File: src/rtl/ram_access_master.sv
// ram_access_master
// Requester-side controller for the model computer's RAM port. One request is
// taken at a time over a valid/ready handshake; the controller then drives the
// RAM strobes with the required timing and returns a single response.
//
// Handshake semantics (both request and response channels): a transfer occurs
// on a rising clock edge where valid and ready are both 1. The sender holds
// valid and its payload stable until that edge. A valid presented while ready
// is 0 is not remembered. Ready asserted without valid has no effect.
//
// Timing, with E0 as the accept edge:
//   write: ram_write is high after edges E0 .. E0+WRITE_HOLD-1. It falls at edge
//          E0+WRITE_HOLD, and the response is presented at that same edge.
//   read : ram_read is high after edges E0 .. E0+READ_LATENCY. Edge
//          E0+1+READ_LATENCY captures ram_out into rsp_rdata, drops ram_read
//          and presents the response.

module ram_access_master #(
    parameter int ADDR_WIDTH   = 8,
    parameter int DATA_WIDTH   = 8,
    parameter int READ_LATENCY = 1,
    parameter int WRITE_HOLD   = 1
) (
    input  logic                  clk,
    input  logic                  rst,
    // request channel
    input  logic                  req_valid,
    output logic                  req_ready,
    input  logic                  req_we,
    input  logic [ADDR_WIDTH-1:0] req_addr,
    input  logic [DATA_WIDTH-1:0] req_wdata,
    // response channel
    output logic                  rsp_valid,
    input  logic                  rsp_ready,
    output logic                  rsp_is_write,
    output logic [DATA_WIDTH-1:0] rsp_rdata,
    // RAM pins
    output logic                  ram_read,
    output logic                  ram_write,
    output logic [ADDR_WIDTH-1:0] ram_address,
    output logic [DATA_WIDTH-1:0] ram_data,
    input  logic [DATA_WIDTH-1:0] ram_out
);

    // The wait counter must hold the longer of the two phases. A read waits
    // READ_LATENCY counts after the accept edge. A write waits WRITE_HOLD-1
    // counts after the accept edge.
    localparam int MAX_WAIT = (READ_LATENCY + 1 > WRITE_HOLD) ? (READ_LATENCY + 1) : WRITE_HOLD;
    localparam int CNT_W    = $clog2(MAX_WAIT) + 1;

    typedef enum logic [1:0] {
        IDLE = 2'd0,
        WR   = 2'd1,
        RD   = 2'd2,
        RESP = 2'd3
    } state_t;

    state_t           state;
    logic [CNT_W-1:0] wait_cnt;
    logic             accept;

    // A request transfers only when the controller is advertising ready.
    assign accept = req_valid && req_ready;

    // Main controller FSM. Every output is a register that this block updates.
    always_ff @(posedge clk) begin
        if (rst) begin
            state        <= IDLE;
            wait_cnt     <= '0;
            req_ready    <= 1'b1;
            rsp_valid    <= 1'b0;
            rsp_is_write <= 1'b0;
            rsp_rdata    <= '0;
            ram_read     <= 1'b0;
            ram_write    <= 1'b0;
            ram_address  <= '0;
            ram_data     <= '0;
        end else begin
            case (state)
                IDLE: begin
                    // Address and data are latched only here. They therefore
                    // cannot move while a strobe is high.
                    if (accept) begin
                        req_ready   <= 1'b0;
                        ram_address <= req_addr;
                        ram_data    <= req_wdata;
                        if (req_we) begin
                            ram_write <= 1'b1;
                            wait_cnt  <= CNT_W'(WRITE_HOLD - 1);
                            state     <= WR;
                        end else begin
                            ram_read <= 1'b1;
                            wait_cnt <= CNT_W'(READ_LATENCY);
                            state    <= RD;
                        end
                    end
                end

                WR: begin
                    if (wait_cnt == '0) begin
                        ram_write    <= 1'b0;
                        rsp_valid    <= 1'b1;
                        rsp_is_write <= 1'b1;
                        rsp_rdata    <= '0;
                        state        <= RESP;
                    end else begin
                        wait_cnt <= wait_cnt - CNT_W'(1);
                    end
                end

                RD: begin
                    // When the counter reaches zero, ram_out has had
                    // READ_LATENCY edges since the RAM first saw the strobe.
                    if (wait_cnt == '0) begin
                        ram_read     <= 1'b0;
                        rsp_valid    <= 1'b1;
                        rsp_is_write <= 1'b0;
                        rsp_rdata    <= ram_out;
                        state        <= RESP;
                    end else begin
                        wait_cnt <= wait_cnt - CNT_W'(1);
                    end
                end

                RESP: begin
                    // The payload stays frozen until the requester takes it.
                    if (rsp_ready) begin
                        rsp_valid <= 1'b0;
                        req_ready <= 1'b1;
                        state     <= IDLE;
                    end
                end

                default: begin
                    state     <= IDLE;
                    req_ready <= 1'b1;
                    rsp_valid <= 1'b0;
                    ram_read  <= 1'b0;
                    ram_write <= 1'b0;
                end
            endcase
        end
    end

    // Structural invariants of the RAM port, checked on every clock edge.
    always_ff @(posedge clk) begin
        if (!rst) begin
            assert (!(ram_read && ram_write))
                else $error("ram_read and ram_write asserted together");
            assert (!(req_ready && (state != IDLE)))
                else $error("req_ready outside IDLE");
        end
    end

endmodule

File: config.mk
export PLATFORM = sky130hd
export DESIGN_NAME = ram_access_master
export DESIGN_NICKNAME = d
export VERILOG_FILES = /design/src/rtl/ram_access_master.sv
export SDC_FILE = /design/constraint.sdc
export NUM_CORES = 1
export LEC_CHECK = 0
export ABC_AREA = 0
export CAP_MARGIN = 5
export CORE_MARGIN = 2
export CORE_UTILIZATION = 30
export CTS_CLUSTER_SIZE = 40
export DETAILED_ROUTE_END_ITERATION = 7
export DONT_BUFFER_PORTS = 1
export PLACE_DENSITY_LB_ADDON = 0.25
export SLEW_MARGIN = 30
export SYNTH_ARGS = -nofsm -noshare
export SYNTH_HDL_FRONTEND = slang
export SYNTH_SLANG_ARGS = --single-unit
File: constraint.sdc
create_clock -name clk -period 3.83 [get_ports clk]
set_input_delay 1.149 -clock clk [delete_from_list [all_inputs] [get_ports clk]]
set_output_delay 1.149 -clock clk [all_outputs]
set_load 0.01 [all_outputs]
* Word-level counts from Yosys, hierarchy flattened *
Cells that the tools add are included.

word-level totals
  bits in latches = 0
  output and inout port bits = 29
  memory bits (writable) = 0
  memories kept = 0
  register bits after elaboration = 33
  bits in read-only memories = 0

cells by class
  add/sub/neg operators = 1
  order comparisons = 0
  bitwise operators = 0
  shift operators = 0
  multiply operators = 0
  equal/unequal tests = 11
  mux-type cells = 26
  reductions and logical operators = 18
  div/mod/pow operators = 0

operators by type and width
  cell                                                   count
  2-to-1 mux 8 bit                                       2
  one-hot mux 8 bit (2 select lines)                     1
  AND reduction 3 bit                                    5
  inequality test 2 bit, second input constant           7
  2-to-1 mux 2 bit                                       6
  nonzero test 2 bit                                     6
  2-to-1 mux 1 bit                                       10
  one-hot mux 1 bit (2 select lines)                     5
  AND reduction 4 bit                                    2
  one-hot mux 2 bit (3 select lines)                     1
  == test 2 bit, second input constant                   2
  logical NOT 2 bit                                      2
  one-hot mux 2 bit (2 select lines)                     1
  == test 2 x 1 -> 1 bit, second input constant          1
  inequality test 2 x 1 -> 1 bit, second input constant  1
  AND reduction 2 bit                                    1
  OR reduction 2 bit                                     1
  subtractor 2 x 1 -> 2 bit, second input constant       1
  logical AND 1 bit                                      1

* Longest topological paths before layout *
Gate-level depths: netlist of run 1.

  depth in word-level cells = 4
  mapped depth = 8
  depth with buffers taken out = 6

* Worst setup path before layout of run 1 *
No wires, ideal clock.

  path kind = input -> register
  from = in req_valid
  to = reg wait_cnt[1]
  setup time = 0.070 ns
  path slack = 1.966 ns
  stages = 3
  arrival = 1.794 ns
  buffers on the path = 0
  data required time = 3.760 ns
  cell sequence = a21boi_2 or4b_1 a21oi_1

on the way
  cells in the longest elaborated chain, start to end = 3

ends and longest elaborated chain
  what                             line  RTL
  start: declaration               27    input logic req_valid,
  logical AND 1 bit                63    assign accept = req_valid && req_ready;
  inequality test 2 bit (no line)  -
  AND reduction 3 bit (no line)    -
  end signal: assignment           89    wait_cnt <= CNT_W'(WRITE_HOLD - 1);
  end signal: assignment           93    wait_cnt <= CNT_W'(READ_LATENCY);
  end signal: assignment           107   wait_cnt <= wait_cnt - CNT_W'(1);
  end: declaration                 59    logic [CNT_W-1:0] wait_cnt;

No other way between the ends.
A chain may end at the register's enable or synchronous reset.

* Worst setup path in the final report of run 1 *
  from = reg req_ready
  to = out req_ready

RTL lines
  what                      line  RTL
  start: declaration        28    output logic req_ready,
  start signal: assignment  70    req_ready <= 1'b1;
  start signal: assignment  84    req_ready <= 1'b0;
  start signal: assignment  129   req_ready <= 1'b1;

No word-level cell between the ends.

==> flow_metrics.py, run 1 <==
metrics = {
    "status": {
        "status": "complete, no violations",
    },
    "synth": {
        "synth_xor_area_frac": 0,
        "synth_flop_cell": "dfxtp_1",
        "synthTopCellsByCount": "nand2_1 (37), dfxtp_1 (33), a21oi_1 (20)",
        "yosys.area.top_type": "dfxtp_1",
        "synth-simple-area-share": 0.223,
        "synth_edf_count": 0,
        "synth.distinct_cells": 31,
        "synth.most_common_cell": "nand2_1",
        "synth_top_family_by_area": "simple AND/OR/NAND/NOR gates",
        "synth.cell_area_sq_um": 1400,
        "synthMuxAreaShare": 0.0143,
        "ys_async_sr_fraction": 0,
        "synthCells": 167,
        "ys_ff_latch": 33,
        "yosys.area_share.adder": 0.0715,
        "yosys-top-cells-area": "dfxtp_1 (47%), nand2_1 (9.9%), a21oi_1 (7.1%), ha_1 (7.1%), nor2_1 (5.1%)",
        "synth_fp_nets": 204,
        "seq_area_frac_synth": 0.472,
        "synth_warnings": 0,
        "avgSynthCellArea_sq_um": 8.38,
        "synth_compound_area_frac": 0.173,
        "yosysTopAreaCellShare": 0.472,
    },
    "floorplan": {
        "die_height_um": 72.3,
        "placementRows": 24,
        "ios": 58,
        "die_area_sq_um": 5230,
        "core_area_sq_um": 4410,
        "initial_utilization": 0.317,
        "die_w_um": 72.3,
    },
    "detailed_routing": {
        "wl_met1_um": 1200,
        "wl_met2_um": 1490,
        "wl_met3_um": 307,
        "via_count": 1130,
        "vias_per_cell": 5.16,
        "top_layer": "met4",
        "drt-wirelength-per-cell_um": 13.9,
        "route.detailed.drc": 0,
        "ant_nets": 0,
        "drt_pass1_iterations": 4,
        "first_iter_violations": 34,
        "wl_um": 3040,
    },
    "sta": {
        "hold_viol": 0,
        "rsz0062_at_grt": "no",
        "finalClockSkew_ns": 0.00494,
        "worst_pin_slew_ns": 0.650,
        "tns_ns": 0,
        "fin_crit_sh": 0.510,
        "hold_slack_ns": 0.467,
        "drv_slew": 0,
        "fin_crit_ns": 1.95,
        "setup_viol": 0,
        "fin_ws_ns": 1.88,
        "max_freq_mhz": 512,
        "relSlewSlack": 0.566,
    },
    "clocking": {
        "cts_max_path_buffers": 2,
        "hold_buffers": 0,
        "numCtsBuffers": 5,
        "cts_root_buf": "clkbuf_8",
        "cts_tree": "built",
        "clkSinkCount": 33,
        "cts_htree_levels": 2,
        "cts_resized": 0,
        "clk-insertion-delay-late_ns": 0.28,
        "post-cts-setup-buffers": 0,
        "clk_pin_slew_ns": 0.06,
    },
    "flow_run": {
        "maxCapViolations": 0,
    },
    "placement": {
        "placed_area_sq_um": 1420,
        "place_inst": 211,
        "place.gp.congestion": 0.823,
        "dp_hpwl_um": 2220,
        "pre_cts_ws_ns": 1.73,
        "port_buffers": 0,
    },
    "worst_setup_path": {
        "worstRegToRegCells": 6,
        "cp-startpoint": "req_ready$_SDFFE_PP1P_",
        "r2r_slack_ns": 1.99,
        "crit_type": "flop to output port",
        "critPathArrivalTime_ns": 0.80,
        "crit_path_max_fanout": 7,
        "critPathLaunchType": "flop",
        "timing.rr.end": "ram_address[7]$_SDFFE_PP0P_",
        "cp_data_required_time_ns": 2.68,
        "endpoint_kind": "output port",
        "r2r-start": "state[0]$_SDFFE_PP0P_",
        "crit_cells": 0,
        "critical_path.endpoint": "req_ready",
    },
    "power": {
        "leakage_nw": 0.563,
        "ir_drop_mv": 0.272,
        "finalPower_mw": 1.17,
        "p_per_area_nw_per_um2": 774,
    },
    "grt": {
        "grt_pass1_wl_um": 4840,
        "grt_max_degree": 35,
        "track_usage": 0.123,
        "antenna_found_initial": 0,
        "grt_pass1_vias": 1116,
        "overflow": 0,
    },
    "layout": {
        "final_core_util": 0.341,
        "stdcell_count": 219,
        "diodes": 0,
        "drive_above_1_share": 0.0719,
        "area_delta_synth_final_pct": 7.60,
        "design_area_sq_um": 1510,
        "nets": 203,
    },
    "min_path": {
        "hold_path_class": "flop to flop",
    },
}
==> logic make-up (layout without fill, tap and decap cells) <==
family                   count (synthesis)  in the layout
flip-flops                              33             33
AND/OR/NAND/NOR                         71             71
adder cells (fa/ha/maj)                  8              8
AO/OA/AOI/OAI                           40             40
buffers and inverters                   13             13
multiplexers                             2              2
==> per-layer routing <==
metal | GRT usage | vias up
met5 | 0 | -
met4 | 0.0503 | 0
met3 | 0.0653 | 6
met2 | 0.212 | 47
met1 | 0.123 | 515
li1 | - | 562
==> sequential cells by signal, summed over array words and instances, names as in the netlist <==
| signal | flops |
|---|---|
| state | 2 |
| ram_write | 1 |
| req_ready | 1 |
| rsp_rdata | 8 |
| ram_read | 1 |
| rsp_is_write | 1 |
| rsp_valid | 1 |
| ram_data | 8 |
| wait_cnt | 2 |
| ram_address | 8 |
==> power by group <==
part,switching (mW),internal (mW)
Combinational,0.244,0.151
Clock,0.127,0.125
Sequential,0.0957,0.424
==> worst min-delay path, stage by stage, from the launching register on <==
cell and delay (ns):
dfxtp_1 0.31, o21ai_0 0.06, a21oi_1 0.06
==> cells in the final DEF, fill, tap and decap left out <==
cell,netlist,final
nand3_1,1,1
a22oi_1,8,8
a21oi_1,20,20
nor2b_1,2,2
clkinvlp_4,0,1
o21ai_0,4,4
a311oi_1,1,1
nor3_1,4,4
a21boi_2,1,1
mux2i_1,2,2
or4b_1,1,1
a211oi_1,3,3
dfxtp_1,33,33
ha_1,8,8
clkbuf_8,0,5
nand2b_1,1,1
nor2_2,1,1
inv_1,5,5
o21bai_1,1,1
nand2_1,37,37
nand3_2,1,1
nand3b_1,1,1
nor2_1,19,19
and2_1,1,1
nand4b_1,1,1
o31ai_1,1,1
clkinv_2,0,2
nor3_2,1,1
o21ai_1,1,1
==> final cells by class <==
class / instances / area [sq um]
fillers: 467 / 2910
multi-input cells: 121 / 676
flip-flops and latches: 33 / 661
clock buffers: 5 / 68.8
well taps: 52 / 65.1
inverters: 5 / 18.8
clock inverters: 3 / 17.5
==> how the worst min path moves through the flow <==
stage	to	startpoint	depth (start not counted)	slack, ns
after global placement	wait_cnt[1]$_SDFFE_PP0P_	wait_cnt[1]$_SDFFE_PP0P_	2	0.45
after CTS	wait_cnt[1]$_SDFFE_PP0P_	wait_cnt[1]$_SDFFE_PP0P_	2	0.47
after floorplan	wait_cnt[1]$_SDFFE_PP0P_	wait_cnt[1]$_SDFFE_PP0P_	2	0.45
after global routing	wait_cnt[1]$_SDFFE_PP0P_	wait_cnt[1]$_SDFFE_PP0P_	2	0.49
final	wait_cnt[1]$_SDFFE_PP0P_	wait_cnt[1]$_SDFFE_PP0P_	2	0.47
after detailed placement	wait_cnt[1]$_SDFFE_PP0P_	wait_cnt[1]$_SDFFE_PP0P_	2	0.46
Note: power is estimated with default switching activity, not from simulation.
==> run 2: changes to the inputs <==
- ABC_AREA: 0 -> 1
- clock period: 3.83 -> 1.7 ns (I/O delays scaled with it)
==> run 2 against run 1 <==
  * Largest power group is now combinational logic
  * Total power rose to 2.8 times the previous value
  * Critical endpoint is now rsp_valid$_SDFFE_PP0P_
  * Synthesized cell count grew 22%
  * Clock skew about the same
  * Register-to-register slack got worse by 1.8 ns
  * First-iteration DRC count fell by 38%
  * Cell area is 11% higher
  * Final cell count up 26%
  * Global-route usage is 0.62 points lower
  * Core utilization up 0.96 points
  * Worst setup slack worse by 1.7 ns
  * Worst hold slack got worse by 0.18 ns
==> flow_metrics.py, run 2 <==
metrics = {
    "status": {
        "status": "complete, no violations",
    },
    "flow_run": {
        "maxCapViolations": 0,
    },
    "layout": {
        "area_delta_synth_final_pct": 10.6,
        "final_common_cell": "nand2_1",
        "final_core_util": 0.351,
        "nets": 245,
        "fillers": 530,
        "stdcell_count": 276,
        "layout_common_cells": "nand2_1 (51), dfxtp_1 (33), inv_1 (31)",
        "drive_above_1_share": 0.115,
        "diodes": 0,
        "multiInputGateArea_sq_um": 678,
        "regArea_sq_um": 661,
        "largestRegisters": "ram_address: 8 flops, ram_data: 8 flops, rsp_rdata: 8 flops",
    },
    "synth": {
        "synth_flop_cell": "dfxtp_1",
        "ys_ff_latch": 33,
        "yosysTopAreaCellShare": 0.435,
        "yosys.area.top_type": "dfxtp_1",
        "avgSynthCellArea_sq_um": 7.48,
        "seq_area_frac_synth": 0.435,
        "synth.distinct_cells": 19,
        "yosys-top-cells-area": "dfxtp_1 (44%), nand2_1 (13%), a21oi_1 (8.6%), inv_1 (7.7%), ha_1 (6.6%)",
        "ys_async_sr_fraction": 0,
        "synth.most_common_cell": "nand2_1",
        "synth_warnings": 0,
        "synthCells": 203,
        "synth_fp_nets": 240,
        "synth.cell_area_sq_um": 1520,
        "synth_edf_count": 0,
        "synthTopCellsByCount": "nand2_1 (51), dfxtp_1 (33), inv_1 (31)",
    },
    "worst_setup_path": {
        "critPathArrivalTime_ns": 1.69,
        "timing.rr.end": "rsp_valid$_SDFFE_PP0P_",
        "endpoint_kind": "flop",
        "worstRegToRegCells": 7,
        "cpLargestDelayFamily": "flip-flops",
        "critPathSlowestCell": "dfxtp_1",
        "crit_chain": "inv_1 -> ha_1 -> inv_1 -> o21ai_1 -> nand3_1 -> nand2_1 -> nor2_1",
        "cp_data_required_time_ns": 1.87,
        "r2r_slack_ns": 0.18,
        "crit_path_max_fanout": 6,
        "critPathLaunchType": "flop",
        "crit_type": "flop to flop",
        "path_buf_inv": 2,
        "r2r-start": "state[0]$_SDFFE_PP0P_",
        "critPathMaxStageDelay_ns": 0.40,
        "crit_top_cell": "inv_1",
    },
    "floorplan": {
        "core_area_sq_um": 4790,
        "ios": 58,
        "die_height_um": 75.1,
        "initial_utilization": 0.317,
        "placementRows": 25,
        "die_w_um": 75.1,
        "die_area_sq_um": 5640,
    },
    "placement": {
        "place_inst": 268,
        "place.gp.congestion": 0.796,
        "dp_hpwl_um": 2410,
        "port_buffers": 0,
    },
    "clocking": {
        "numCtsBuffers": 5,
        "cts_htree_levels": 2,
        "cts_max_path_buffers": 2,
        "cts_tree": "built",
        "hold_buffers": 0,
        "clk_pin_slew_ns": 0.07,
        "cts_root_buf": "clkbuf_8",
        "clkSinkCount": 33,
        "post-cts-setup-buffers": 0,
        "clk-insertion-delay-late_ns": 0.28,
        "cts_resized": 0,
    },
    "detailed_routing": {
        "route.detailed.drc": 0,
        "first_iter_violations": 21,
        "top_layer": "met4",
        "drt-wirelength-per-cell_um": 11.5,
        "via_count": 1209,
        "drt_pass1_iterations": 4,
        "wl_um": 3180,
        "ant_nets": 0,
        "wl_met3_um": 321,
        "wl_met2_um": 1430,
        "vias_per_cell": 4.38,
        "wl_met1_um": 1410,
    },
    "min_path": {
        "min_to": "wait_cnt[1]$_SDFFE_PP0P_",
        "hold_start": "rst",
        "whs_path_depth": 1,
        "hold_path_class": "input port to flop",
    },
    "sta": {
        "setup_viol": 0,
        "tns_ns": 0,
        "drv_slew": 0,
        "finalClockSkew_ns": 0.00458,
        "hold_viol": 0,
        "max_freq_mhz": 658,
        "fin_crit_ns": 1.52,
        "worst_pin_slew_ns": 0.276,
        "rsz0062_at_grt": "no",
        "relSlewSlack": 0.815,
        "fin_crit_sh": 0.894,
    },
    "power": {
        "p_per_area_nw_per_um2": 1960,
        "finalPower_mw": 3.28,
        "leakage_nw": 0.741,
        "ir_drop_mv": 0.567,
    },
    "grt": {
        "antenna_found_initial": 0,
        "track_usage": 0.116,
        "overflow": 0,
        "grt_pass1_wl_um": 4910,
        "grt_max_degree": 18,
        "grt_pass1_vias": 1078,
    },
}
run 2: cell types whose count changed after synthesis, sizes merged, moves of 5 or more:
cell and delta:
a21oi +6, inv +26, o21ai +13, nor2 -5, a22oi -8, nand2 +17
run 2: worst max path at each step:
stage	from	to	cells past startpoint
floorplan	state[0]$_SDFFE_PP0P_	wait_cnt[0]$_SDFFE_PP0P_	8
global placement	state[0]$_SDFFE_PP0P_	rsp_valid$_SDFFE_PP0P_	7
detailed placement	state[0]$_SDFFE_PP0P_	rsp_valid$_SDFFE_PP0P_	7
CTS	state[0]$_SDFFE_PP0P_	rsp_valid$_SDFFE_PP0P_	7
global route	state[0]$_SDFFE_PP0P_	rsp_valid$_SDFFE_PP0P_	7
finish	state[0]$_SDFFE_PP0P_	rsp_valid$_SDFFE_PP0P_	7
run 2: power by group:
part           internal (mW)  leakage [nW]  switching, mW
Combinational          0.515         0.426          0.893
Clock                  0.282        0.0439          0.294
Sequential              1.03         0.272          0.273
Total                   1.82         0.741           1.46
run 2: final cells by class:
type	count	share of cell area
multi-input combinational	131	0.404
sequential	33	0.393
inverter	32	0.0715
tap	67	0.0499
clock buffer	5	0.0410
timing repair buffer	5	0.0298
clock inverter	3	0.0104
run 2: per-layer routing:
metal / vias up / track usage
li1: 646 / -
met1: 518 / 0.138
met2: 42 / 0.180
met3: 3 / 0.0589
met4: 0 / 0.0437
met5: - / 0
run 2: cells by family after synthesis:
| kind of cell | count (synthesis) | synth area share |
|---|---|---|
| adders and majority gates | 8 | 0.0660 |
| and+or+nand+nor | 79 | 0.221 |
| DFF | 33 | 0.435 |
| buffers and inverters | 39 | 0.118 |
| AOI/OAI and AO/OA | 44 | 0.160 |
run 2: per-stage QoR:
step / instance area (sq um) / hold WS [ns] / worst slack (ns)
global placement: 1590 / 0.446 / 0.217
global route: 1680 / 0.275 / 0.0358
finish: 1680 / 0.291 / 0.181
CTS: 1680 / 0.276 / 0.184
detailed placement: 1590 / 0.449 / 0.200
floorplan: 1520 / 0.439 / 0.374
==> run 3: changes to the inputs <==
--- a/constraint.sdc
+++ b/constraint.sdc
@@ -3,2 +3,2 @@
 set_output_delay 0.51 -clock clk [all_outputs]
-set_load 0.01 [all_outputs]
+set_load 0.005 [all_outputs]
==> run 3 against run 2 <==
  * Combinational power about the same
  * Die area unchanged
  * Worst setup slack improved by 0.025 ns
  * Sequential share of layout area increased by 0.24 points
  * Cell area decreased by 0.60%
  * Clock skew about the same
  * Flip-flop and latch count unchanged
  * Total power decreased by 3.2%
  * Worst hold slack got worse by 0.0030 ns
  * Register-to-register slack improved by 0.03 ns
  * Critical endpoint is now wait_cnt[0]$_SDFFE_PP0P_
  * Largest power group unchanged
==> flow_metrics.py, run 3 (same netlist as run 2, synthesis figures left out) <==
metrics = {
    "status": {
        "status": "complete, no violations",
    },
    "power": {
        "leakage_nw": 0.732,
        "finalPower_mw": 3.18,
        "ir_drop_mv": 0.670,
        "p_per_area_nw_per_um2": 1910,
    },
    "detailed_routing": {
        "wl_um": 3170,
        "vias_per_cell": 4.41,
        "route.detailed.drc": 0,
        "ant_nets": 0,
        "drt-wirelength-per-cell_um": 11.6,
        "via_count": 1204,
        "drt_pass1_iterations": 4,
        "first_iter_violations": 29,
    },
    "clocking": {
        "hold_buffers": 0,
        "cts_max_path_buffers": 2,
        "clkSinkCount": 33,
        "clk-insertion-delay-late_ns": 0.28,
        "cts_resized": 0,
        "cts_root_buf": "clkbuf_8",
        "cts_tree": "built",
        "clk_pin_slew_ns": 0.07,
        "numCtsBuffers": 5,
        "cts_htree_levels": 2,
        "post-cts-setup-buffers": 0,
    },
    "sta": {
        "hold_slack_ns": 0.288,
        "fin_crit_sh": 0.879,
        "hold_viol": 0,
        "worst_pin_slew_ns": 0.329,
        "fin_crit_ns": 1.49,
        "finalClockSkew_ns": 0.00425,
        "setup_viol": 0,
        "max_freq_mhz": 669,
        "drv_slew": 0,
        "tns_ns": 0,
        "relSlewSlack": 0.780,
        "rsz0062_at_grt": "no",
    },
    "worst_setup_path": {
        "crit_type": "flop to flop",
        "cp_data_required_time_ns": 1.88,
        "critPathArrivalTime_ns": 1.68,
        "critPathMaxStageDelay_ns": 0.40,
        "crit_chain": "inv_1 -> ha_1 -> inv_1 -> nand2_1 -> nand2_1 -> nand2_2 -> nor2_1 -> nor2_1",
        "endpoint_kind": "flop",
        "crit_path_max_fanout": 6,
        "r2r_slack_ns": 0.21,
        "worstRegToRegCells": 8,
        "critPathSlowestCell": "dfxtp_1",
        "critPathLaunchType": "flop",
    },
    "layout": {
        "multiInputGateArea_sq_um": 678,
        "regArea_sq_um": 661,
        "fillers": 517,
        "final_common_cell": "nand2_1",
        "diodes": 0,
        "drive_above_1_share": 0.102,
        "layout_common_cells": "nand2_1 (51), dfxtp_1 (33), inv_1 (31)",
        "nets": 242,
        "area_delta_synth_final_pct": 9.98,
        "largestRegisters": "ram_address: 8 flops, ram_data: 8 flops, rsp_rdata: 8 flops",
    },
    "floorplan": {
        "initial_utilization": 0.317,
        "die_area_sq_um": 5640,
        "die_height_um": 75.1,
        "placementRows": 25,
        "die_w_um": 75.1,
        "ios": 58,
        "core_area_sq_um": 4790,
    },
    "grt": {
        "antenna_found_initial": 0,
        "overflow": 0,
        "grt_pass1_wl_um": 4930,
        "grt_max_degree": 33,
        "track_usage": 0.118,
        "grt_pass1_vias": 1088,
    },
    "placement": {
        "dp_hpwl_um": 2310,
        "place.gp.congestion": 0.843,
        "port_buffers": 0,
    },
    "min_path": {
        "whs_path_depth": 1,
        "hold_path_class": "input port to flop",
    },
    "flow_run": {
        "maxCapViolations": 0,
    },
}
==> run 3: final cells by class <==
class,count,area share
multi-input cells,131,0.406
flip-flops and latches,33,0.396
well taps,67,0.0502
clock inverters,3,0.0105
inverters,32,0.0720
repair buffers,2,0.0240
clock buffers,5,0.0412
==> run 3: per-stage QoR <==
step	instances	setup WS [ns]	area, sq um	utilization
finish	273	0.206	1670	0.349
global route	273	0.0260	1670	0.349
CTS	273	0.189	1670	0.349
detailed placement	265	0.214	1580	0.331
global placement	265	0.207	1580	0.331
floorplan	203	0.374	1520	-
==> run 3: worst max-delay path: cells and delay by family (launching register included) <==
| kind | cells | cell delay, ns |
|---|---|---|
| DFF | 1 | 0.40 |
| adders and majority gates | 1 | 0.38 |
| and+or+nand+nor | 5 | 0.37 |
| buffers and inverters | 2 | 0.24 |
==> run 3: worst paths after layout <==
| check | start | end |
|---|---|---|
| min reg2reg | wait_cnt[1]$_SDFFE_PP0P_ | wait_cnt[1]$_SDFFE_PP0P_ |
| max | state[0]$_SDFFE_PP0P_ | wait_cnt[0]$_SDFFE_PP0P_ |
| max reg2reg | state[0]$_SDFFE_PP0P_ | wait_cnt[0]$_SDFFE_PP0P_ |
| min | rst | wait_cnt[1]$_SDFFE_PP0P_ |
==> run 3: power breakdown <==
part           total (mW)  internal [mW]  switching (mW)
logic                1.38          0.488           0.897
clock network       0.574          0.282           0.292
registers            1.22           1.03           0.195
==> run 3: routing by layer <==
metal / GRT usage / vias up / part of all wire
met1: 0.142 / 512 / 0.45
li1: - / 644 / -
met2: 0.191 / 43 / 0.45
met3: 0.0562 / 5 / 0.091
met4: 0.0298 / 0 / 0.011
met5: 0 / - / 0
